===== src/rtl/shift_add_multiplier_pkg.sv =====
// Shared types and sizing for the shift-and-add multiplier.
package shift_add_multiplier_pkg;

    localparam int unsigned DEFAULT_WIDTH = 32;

    typedef enum logic [1:0] {
        IDLE = 2'd0,
        RUN  = 2'd1,
        DONE = 2'd2
    } state_t;

    // Iteration counter width; never below one bit so degenerate widths still elaborate.
    function automatic int unsigned cnt_width(input int unsigned w);
        return (w > 1) ? $clog2(w) : 1;
    endfunction

    localparam int unsigned DEFAULT_CNT_W = cnt_width(DEFAULT_WIDTH);

endpackage


===== src/rtl/shift_add_multiplier_datapath.sv =====
// Shift-and-add datapath: operand registers, accumulator and the conditional adder.
module mult_datapath
    import shift_add_multiplier_pkg::*;
#(
    parameter int unsigned WIDTH = DEFAULT_WIDTH
) (
    input  logic                 clk,
    input  logic                 reset,
    input  logic                 load,
    input  logic                 step,
    input  logic [WIDTH-1:0]     a,
    input  logic [WIDTH-1:0]     b,
    output logic [2*WIDTH-1:0]   acc_next_c
);

    localparam int unsigned PW = 2 * WIDTH;

    logic [PW-1:0]    mcand;
    logic [WIDTH-1:0] mplier;
    logic [PW-1:0]    acc;

    // Accumulator value after the current iteration; exposed so the top can
    // capture the product on the final step without an extra cycle.
    always_comb begin
        acc_next_c = acc;
        if (mplier[0]) begin
            acc_next_c = acc + mcand;
        end
    end

    always_ff @(posedge clk or posedge reset) begin
        if (reset) begin
            mcand  <= '0;
            mplier <= '0;
            acc    <= '0;
        end else if (load) begin
            mcand  <= {{WIDTH{1'b0}}, a};
            mplier <= b;
            acc    <= '0;
        end else if (step) begin
            acc    <= acc_next_c;
            mcand  <= mcand << 1;
            mplier <= mplier >> 1;
        end
    end

endmodule


===== src/rtl/shift_add_multiplier.sv =====
// Sequential unsigned multiplier: fixed WIDTH-iteration shift-and-add with start/busy/done handshake.
module shift_add_multiplier
    import shift_add_multiplier_pkg::*;
#(
    parameter int unsigned WIDTH = DEFAULT_WIDTH
) (
    input  logic                 clk,
    input  logic                 reset,
    input  logic                 start,
    input  logic [WIDTH-1:0]     a,
    input  logic [WIDTH-1:0]     b,
    output logic [2*WIDTH-1:0]   res,
    output logic                 busy,
    output logic                 done
);

    localparam int unsigned CNT_W = cnt_width(WIDTH);
    localparam logic [CNT_W-1:0] LAST_CNT = CNT_W'(WIDTH - 1);

    state_t               state;
    logic [CNT_W-1:0]     count;
    logic                 load;
    logic                 step;
    logic [2*WIDTH-1:0]   acc_next_c;

    assign load = (state == IDLE) && start;
    assign step = (state == RUN);

    mult_datapath #(
        .WIDTH (WIDTH)
    ) u_datapath (
        .clk        (clk),
        .reset      (reset),
        .load       (load),
        .step       (step),
        .a          (a),
        .b          (b),
        .acc_next_c (acc_next_c)
    );

    // Control FSM; busy/done are flops updated alongside the state they mirror.
    always_ff @(posedge clk or posedge reset) begin
        if (reset) begin
            state <= IDLE;
            count <= '0;
            res   <= '0;
            busy  <= 1'b0;
            done  <= 1'b0;
        end else begin
            case (state)
                IDLE: begin
                    if (start) begin
                        state <= RUN;
                        count <= '0;
                        busy  <= 1'b1;
                    end
                end
                RUN: begin
                    count <= count + CNT_W'(1);
                    if (count == LAST_CNT) begin
                        res   <= acc_next_c;
                        state <= DONE;
                        busy  <= 1'b0;
                        done  <= 1'b1;
                    end
                end
                DONE: begin
                    state <= IDLE;
                    done  <= 1'b0;
                end
                default: begin
                    state <= IDLE;
                    busy  <= 1'b0;
                    done  <= 1'b0;
                end
            endcase
        end
    end

endmodule


===== config.mk =====
export PLATFORM = sky130hd
export DESIGN_NAME = shift_add_multiplier
export DESIGN_NICKNAME = d
export VERILOG_FILES = /design/src/rtl/shift_add_multiplier_pkg.sv /design/src/rtl/shift_add_multiplier_datapath.sv /design/src/rtl/shift_add_multiplier.sv
export SDC_FILE = /design/constraint.sdc
export NUM_CORES = 1
export LEC_CHECK = 0
export BUFFER_PORTS_ARGS = -buffer_cell sky130_fd_sc_hd__buf_4
export CAP_MARGIN = 30
export CORE_UTILIZATION = 38
export CTS_BUF_LIST = sky130_fd_sc_hd__clkbuf_8
export DETAILED_ROUTE_END_ITERATION = 10
export PLACE_DENSITY = 0.54
export SLEW_MARGIN = 25
export SYNTH_ARGS = -nofsm -noshare
export SYNTH_HDL_FRONTEND = slang
export SYNTH_SLANG_ARGS = --single-unit
export TNS_END_PERCENT = 10

===== constraint.sdc =====
create_clock -name clk -period 10.15 [get_ports clk]
set_clock_uncertainty 0.2 [all_clocks]
set_input_delay 2.03 -clock clk [delete_from_list [all_inputs] [get_ports clk]]
set_output_delay 2.03 -clock clk [all_outputs]
set_load 0.02 [all_outputs]

==> results of run 1 <==
==> stage by stage <==
stage	setup slack [ps]	hold WS, ps	util
floorplan	1530	265	-
global placement	5770	267	0.424
detailed placement	5700	272	0.425
CTS	6240	286	0.450
global route	5970	300	0.450
finish	6210	276	0.450
==> flip-flops by register name, indices dropped and copies added (netlist names) <==
| name | flops |
|---|---|
| count | 5 |
| u_datapath.mcand | 64 |
| u_datapath.mplier | 32 |
| state | 2 |
| done | 1 |
| res | 64 |
| busy | 1 |
| u_datapath.acc | 64 |
==> layout make-up <==
type	instances	share of cell area
Inverter	23	0.00581
Sequential cell	233	0.362
Clock inverter	19	0.00713
Tap cell	461	0.0357
Multi-Input combinational cell	1180	0.471
Timing Repair Buffer	148	0.0701
Clock buffer	57	0.0486
==> worst max-delay path by stage <==
stage / cells after the start / end / start / slack (ps)
finish: 12 / res[42]$_DFFE_PP0P_ / u_datapath.mcand[0]$_DFFE_PP0P_ / 6210
global route: 8 / u_datapath.acc[33]$_DFFE_PP0P_ / state[0]$_DFFE_PP0P_ / 5970
CTS: 7 / u_datapath.acc[31]$_DFFE_PP0P_ / state[0]$_DFFE_PP0P_ / 6240
detailed placement: 6 / u_datapath.acc[29]$_DFFE_PP0P_ / start / 5700
global placement: 6 / u_datapath.acc[36]$_DFFE_PP0P_ / start / 5770
floorplan: 1 / busy$_DFFE_PP0P_ / reset / 1530
==> cell usage in the layout (no fill, tap or decap), types with 7 or more instances in the layout <==
master    instances
a211oi_1          7
a21o_1           29
a21oi_1         138
a22o_1           74
a22oi_1          95
a31oi_1          13
and3_1           20
buf_4           147
clkbuf_8         57
dfrtp_1         230
ha_1             65
inv_1            33
mux2i_1          32
nand2_1         181
nand3_1          13
nand4_1          27
nor2_1           98
nor3_1           20
nor4_1            8
o21a_1           13
o21ai_0         168
o21bai_1          8
o31ai_1           7
or3_1             7
xnor2_1          28
xor2_1           28
==> routing by layer <==
layer	GRT usage	vias to the layer above	wire length (µm)
met1	0.312	5941	19800
met2	0.337	268	18500
met3	0.0387	61	1730
met4	0.0681	0	929
met5	0	-	0
li1	-	5916	-
==> cell families after synthesis <==
group                    Yosys count  share of synthesized area
AO/OA/AOI/OAI                    620                      0.293
AND/OR/NAND/NOR                  406                      0.131
flip-flops                       233                      0.418
buffers and inverters            139                     0.0395
adder cells (fa/ha/maj)           66                     0.0598
XOR/XNOR                          56                     0.0352
multiplexers                      32                     0.0230
==> worst max-delay path, cell delays in order (launching register included) <==
cell       delay, ps
dfrtp_1          470
ha_1             230
inv_1             60
fa_1             400
nor2b_1          190
o31a_1           190
o21ai_0          130
a211oi_1         590
o2111ai_2        270
and4_4           270
or3_1            340
a211oi_1         360
o21a_1           170
==> power breakdown <==
group          switching (mW)  total [mW]  internal (mW)
Sequential              0.332        1.62           1.29
Combinational            1.44        2.36          0.927
Clock                   0.421       0.948          0.527
==> flow_summary.toml, run 1 <==
[synthesis]
yosysWarnings = 0
syn_area_um2 = 13900
synth_nets = 1685
synth_top_cells_by_area = "dfrtp_1 42%, o21ai_0 6.0%, ha_1 5.8%, a22oi_1 5.1%, a21oi_1 5.0%"
syn_area_per_cell_um2 = 8.98
synth_commonest_cells = "233 x dfrtp_1, 182 x nand2_1, 168 x o21ai_0"
synth_edf_count = 0
synth-seq-cells = 233
yosys.area.top_type_share = 0.418
ys_seq_area_frac = 0.418
ys.flop_type = "dfrtp_1"
ys_async_sr_fraction = 1.00
synth_cell_types = 70
synth.most_common_cell = "dfrtp_1"
synthCells = 1552
yosysTopAreaCell = "dfrtp_1"

[clock_tree]
postCtsHoldBufs = 0
cts.clk_slew.worst_paths_ps = 60
ctsResizeCount = 0
clk_path_buf_depth = 3
cts-buffers-inserted = 44
htreeDepth = 2
cts_tree = "yes"
clk_latency_ps = 600
postCtsSetupBuffers = 0
clock_sinks = 233
root_buffer = "clkbuf_8"

[power]
ir_worst_vdd_uv = 101
total_power_mw = 4.93
leakage_nw = 7.46
powerDensity_nw_per_um2 = 305

[setup_path]
critical_path_class = "reg -> reg"
r2r_end = "res[42]$_DFFE_PP0P_"
crit_path_start_kind = "register"
critPathCaptureType = "register"
regToRegSetupSlack_ps = 6210
cp_max_fo = 4
crit_required_ps = 10470
worstPathArrival_ps = 4260
r2r-start = "u_datapath.mcand[0]$_DFFE_PP0P_"
r2r_cells = 12

[sta]
grt_setup_unrepaired = "no"
setup_tns_ps = 0
fmax_mhz = 254
fin_crit_ps = 3940
drv_slew = 0
finalSetupViolations = 0
worst_pin_slew_ps = 813
post-route-period-util = 0.388
hold_violations = 0
max_slew_margin = 0.455

[detailed_routing]
post_drt_wl_per_cell_um = 19.3
drc = 0
drt-pass1-iter-count = 6
via_count = 12200
drt-total-wl_um = 41000
drt-initial-drc-count = 733
routed_via_density = 5.75
drtAntennaViolNets = 0

[placement]
port_buffers = 132
place_congestion = 0.904
placed_cells = 2044
dpl.hpwl_um = 28400
postPlaceCellArea_um2 = 15200

[global_route]
gr-total-overflow = 0
grt_start_max_net_pins = 123
grt_pass1_vias = 11900
grt_pass1_wl_um = 66300
antenna_found_initial = 0
grt_usage = 0.219

[finish]
area_growth_pct = 15.7
seqCellArea_um2 = 5840
diodes = 0
nFillCells = 3557
nNetsFinal = 1763
instances_no_fill = 2121
multi_input_area_um2 = 7600
design_area_um2 = 16100
layout-drive-gt1-share = 0.148

[worst_hold_path]
min_to = "res[41]$_DFFE_PP0P_"
hp-start = "res[41]$_DFFE_PP0P_"
min_path_cells = 2
hold_class = "reg -> reg"

[die]
coreArea_um2 = 35800
die_area_um2 = 37500
die_w_um = 194
start_util = 0.389
ios = 133
num_rows = 69
die_h_um = 194

[status]
status = "finished, final reports clean"

[job]
maxCapViolations = 0
Note: power is estimated with default switching activity, not from simulation.
==> run 2, diff against run 1 <==
--- a/config.mk
+++ b/config.mk
@@ -10,7 +10,7 @@
 export CORE_UTILIZATION = 38
 export CTS_BUF_LIST = sky130_fd_sc_hd__clkbuf_8
 export DETAILED_ROUTE_END_ITERATION = 10
-export PLACE_DENSITY = 0.54
+export PLACE_DENSITY = 0.56
 export SLEW_MARGIN = 25
 export SYNTH_ARGS = -nofsm -noshare
 export SYNTH_HDL_FRONTEND = slang
==> constraint.sdc (replaced) <==
create_clock -name clk -period 3.3 [get_ports clk]
set_clock_uncertainty 0.2 [all_clocks]
set_input_delay 0.66 -clock clk [delete_from_list [all_inputs] [get_ports clk]]
set_output_delay 0.66 -clock clk [all_outputs]
set_load 0.02 [all_outputs]
==> run 2 against run 1 <==
Total power rose to 3.3 times the previous value. Critical path depth down 1. Via count up 6.1%. Wire length up 8.3%. Sequential power rose to 3.0 times the previous value. Die area unchanged. Non-clock buffer count up 161. Critical path type unchanged. Largest cell class unchanged.
==> flow_summary.toml, run 2 (same netlist as run 1, synthesis figures left out) <==
[clock_tree]
cts-buffers-inserted = 42
cts.clk_slew.worst_paths_ps = 60
clk_latency_ps = 610
clk_path_buf_depth = 3
htreeDepth = 2
cts_tree = "yes"
root_buffer = "clkbuf_8"
clock_sinks = 233

[setup_path]
path_cells = "ha_1, buf_4, a21oi_4, o21ai_1, a221o_1, a21oi_2, nor3b_2, a21oi_4, a221oi_2, xnor2_1, a221o_1"
r2r_end = "res[58]$_DFFE_PP0P_"
r2r_cells = 11
crit_buf_inv = 1
cp_max_fo = 6
crit_path_start_kind = "register"
critPathCaptureType = "register"
critPathTopFamily = "compound AO/OA/AOI/OAI gates"
crit_required_ps = 3580
critical_path_class = "reg -> reg"
worstPathArrival_ps = 3530
slowest_stage = "dfrtp_1"
slowest_delay_ps = 400
critical_path_depth = 11
r2r-start = "u_datapath.acc[19]$_DFFE_PP0P_"
regToRegSetupSlack_ps = 50

[power]
total_power_mw = 16.5
p_seq_frac = 0.296
clockPowerShare = 0.163
p_sw_mw = 7.19
ir_worst_vdd_uv = 398
switching_share = 0.437
comb_power_share = 0.541
powerDensity_nw_per_um2 = 932
intPower_mw = 9.27
leakage_nw = 8.30

[finish]
nNetsFinal = 1922
nFillCells = 3439
final_cell_mix = "298 x buf_4, 230 x dfrtp_1, 181 x nand2_1, 162 x o21ai_0, 125 x a21oi_1"
reg.largest.list = "res x64, u_datapath.acc x64, u_datapath.mcand x64"
diodes = 0
layout_commonest_cell = "buf_4"
layout-drive-gt1-share = 0.248
area_growth_pct = 26.6
fin_util = 0.493

[global_route]
grt_pass1_wl_um = 70600
grt_use_met1 = 0.337
grt_pass1_vias = 12600
antenna_found_initial = 0
met3_usage = 0.0309
grt_start_max_net_pins = 103
grt_usage = 0.235
gr-total-overflow = 0
grt_util_met2 = 0.369
busiest_layer = "met2"

[worst_hold_path]
hold_class = "in -> reg"
hp-start = "b[21]"
min_to = "u_datapath.mplier[21]$_DFFE_PP0P_"
min_path_cells = 3

[detailed_routing]
post_drt_wl_per_cell_um = 19.4
drt-pass1-iter-count = 7
drt-total-wl_um = 44300
drc = 0
routed_via_density = 5.67
drt-initial-drc-count = 808
drtAntennaViolNets = 0
via_count = 12900

[placement]
post-place-ws_ps = -129
dpl.hpwl_um = 31000
place_congestion = 0.920
port_buffers = 132

[die]
ios = 133
num_rows = 69
start_util = 0.389
coreArea_um2 = 35800
die_h_um = 194
die_w_um = 194
die_area_um2 = 37500

[sta]
grt_setup_unrepaired = "yes"
worst_pin_slew_ps = 725
finalSetupViolations = 0
fmax_mhz = 307
drv_slew = 0
post-route-period-util = 0.986
hold_violations = 0
setup_tns_ps = 0
max_slew_margin = 0.516
fin_crit_ps = 3250
setup_ws_ps = 45.5

[job]
maxCapViolations = 0

[status]
status = "finished, final reports clean"
## run 2: power groups by stage
stage                     sequential, mW  clock (mW)  combinational (mW)
after global placement              4.86           0                8.55
after CTS                           4.84        2.77                8.68
after detailed placement            4.88           0                8.62
after floorplan                     5.04           0                4.97
after global routing                5.00        2.91                9.75
final                               4.87        2.68                8.91
## run 2: how the worst max path moves through the flow
stage,startpoint,slack (ps),end
after floorplan,reset,-610,busy$_DFFE_PP0P_
after global placement,u_datapath.acc[7]$_DFFE_PP0P_,-140,res[52]$_DFFE_PP0P_
after detailed placement,u_datapath.acc[0]$_DFFE_PP0P_,-130,res[58]$_DFFE_PP0P_
after CTS,u_datapath.mcand[6]$_DFFE_PP0P_,-80,res[49]$_DFFE_PP0P_
after global routing,u_datapath.acc[19]$_DFFE_PP0P_,-100,res[58]$_DFFE_PP0P_
final,u_datapath.acc[19]$_DFFE_PP0P_,50,res[58]$_DFFE_PP0P_
## run 2: timing repair
item                                    in CTS  in global routing
buffers inserted                             0                  2
endpoints found under the hold margin       17                  0
resized for setup                            5                 62
endpoints found under the setup margin      19                 59
hold buffers                                 1                  0
pin swaps                                    2                 16
## run 2: area by class of cell
class / count / area (µm²) / area share
repair buffers: 309 / 2450 / 0.139
flip-flops and latches: 233 / 5840 / 0.331
clock buffers: 47 / 647 / 0.0366
clock inverters: 27 / 160 / 0.00907
well taps: 461 / 577 / 0.0327
multi-input cells: 1180 / 7900 / 0.447
inverters: 23 / 90.1 / 0.00510
## run 2: worst register-to-register path: stages (launching register included)
cell      delay [ps]
dfrtp_1          400
ha_1             400
buf_4            180
a21oi_4          160
o21ai_1          110
a221o_1          370
a21oi_2          200
nor3b_2          290
a21oi_4          120
a221oi_2         270
xnor2_1          110
a221o_1          320
## run 2: metrics by stage
stage                     cell area [µm²]  hold WS, ps  std cells
after global placement              16500          265       2203
after detailed placement            16500          272       2203
after floorplan                     13900          265       1552
final                               17700          138       2280
after global routing                17700          132       2280
after CTS                           17400          100       2278
## run 2: per-layer routing
| metal | wire, µm | share of wire |
|---|---|---|
| met4 | 930 | 0.021 |
| met1 | 21200 | 0.48 |
| met2 | 20200 | 0.46 |
| met5 | 0 | 0 |
| met3 | 1980 | 0.045 |
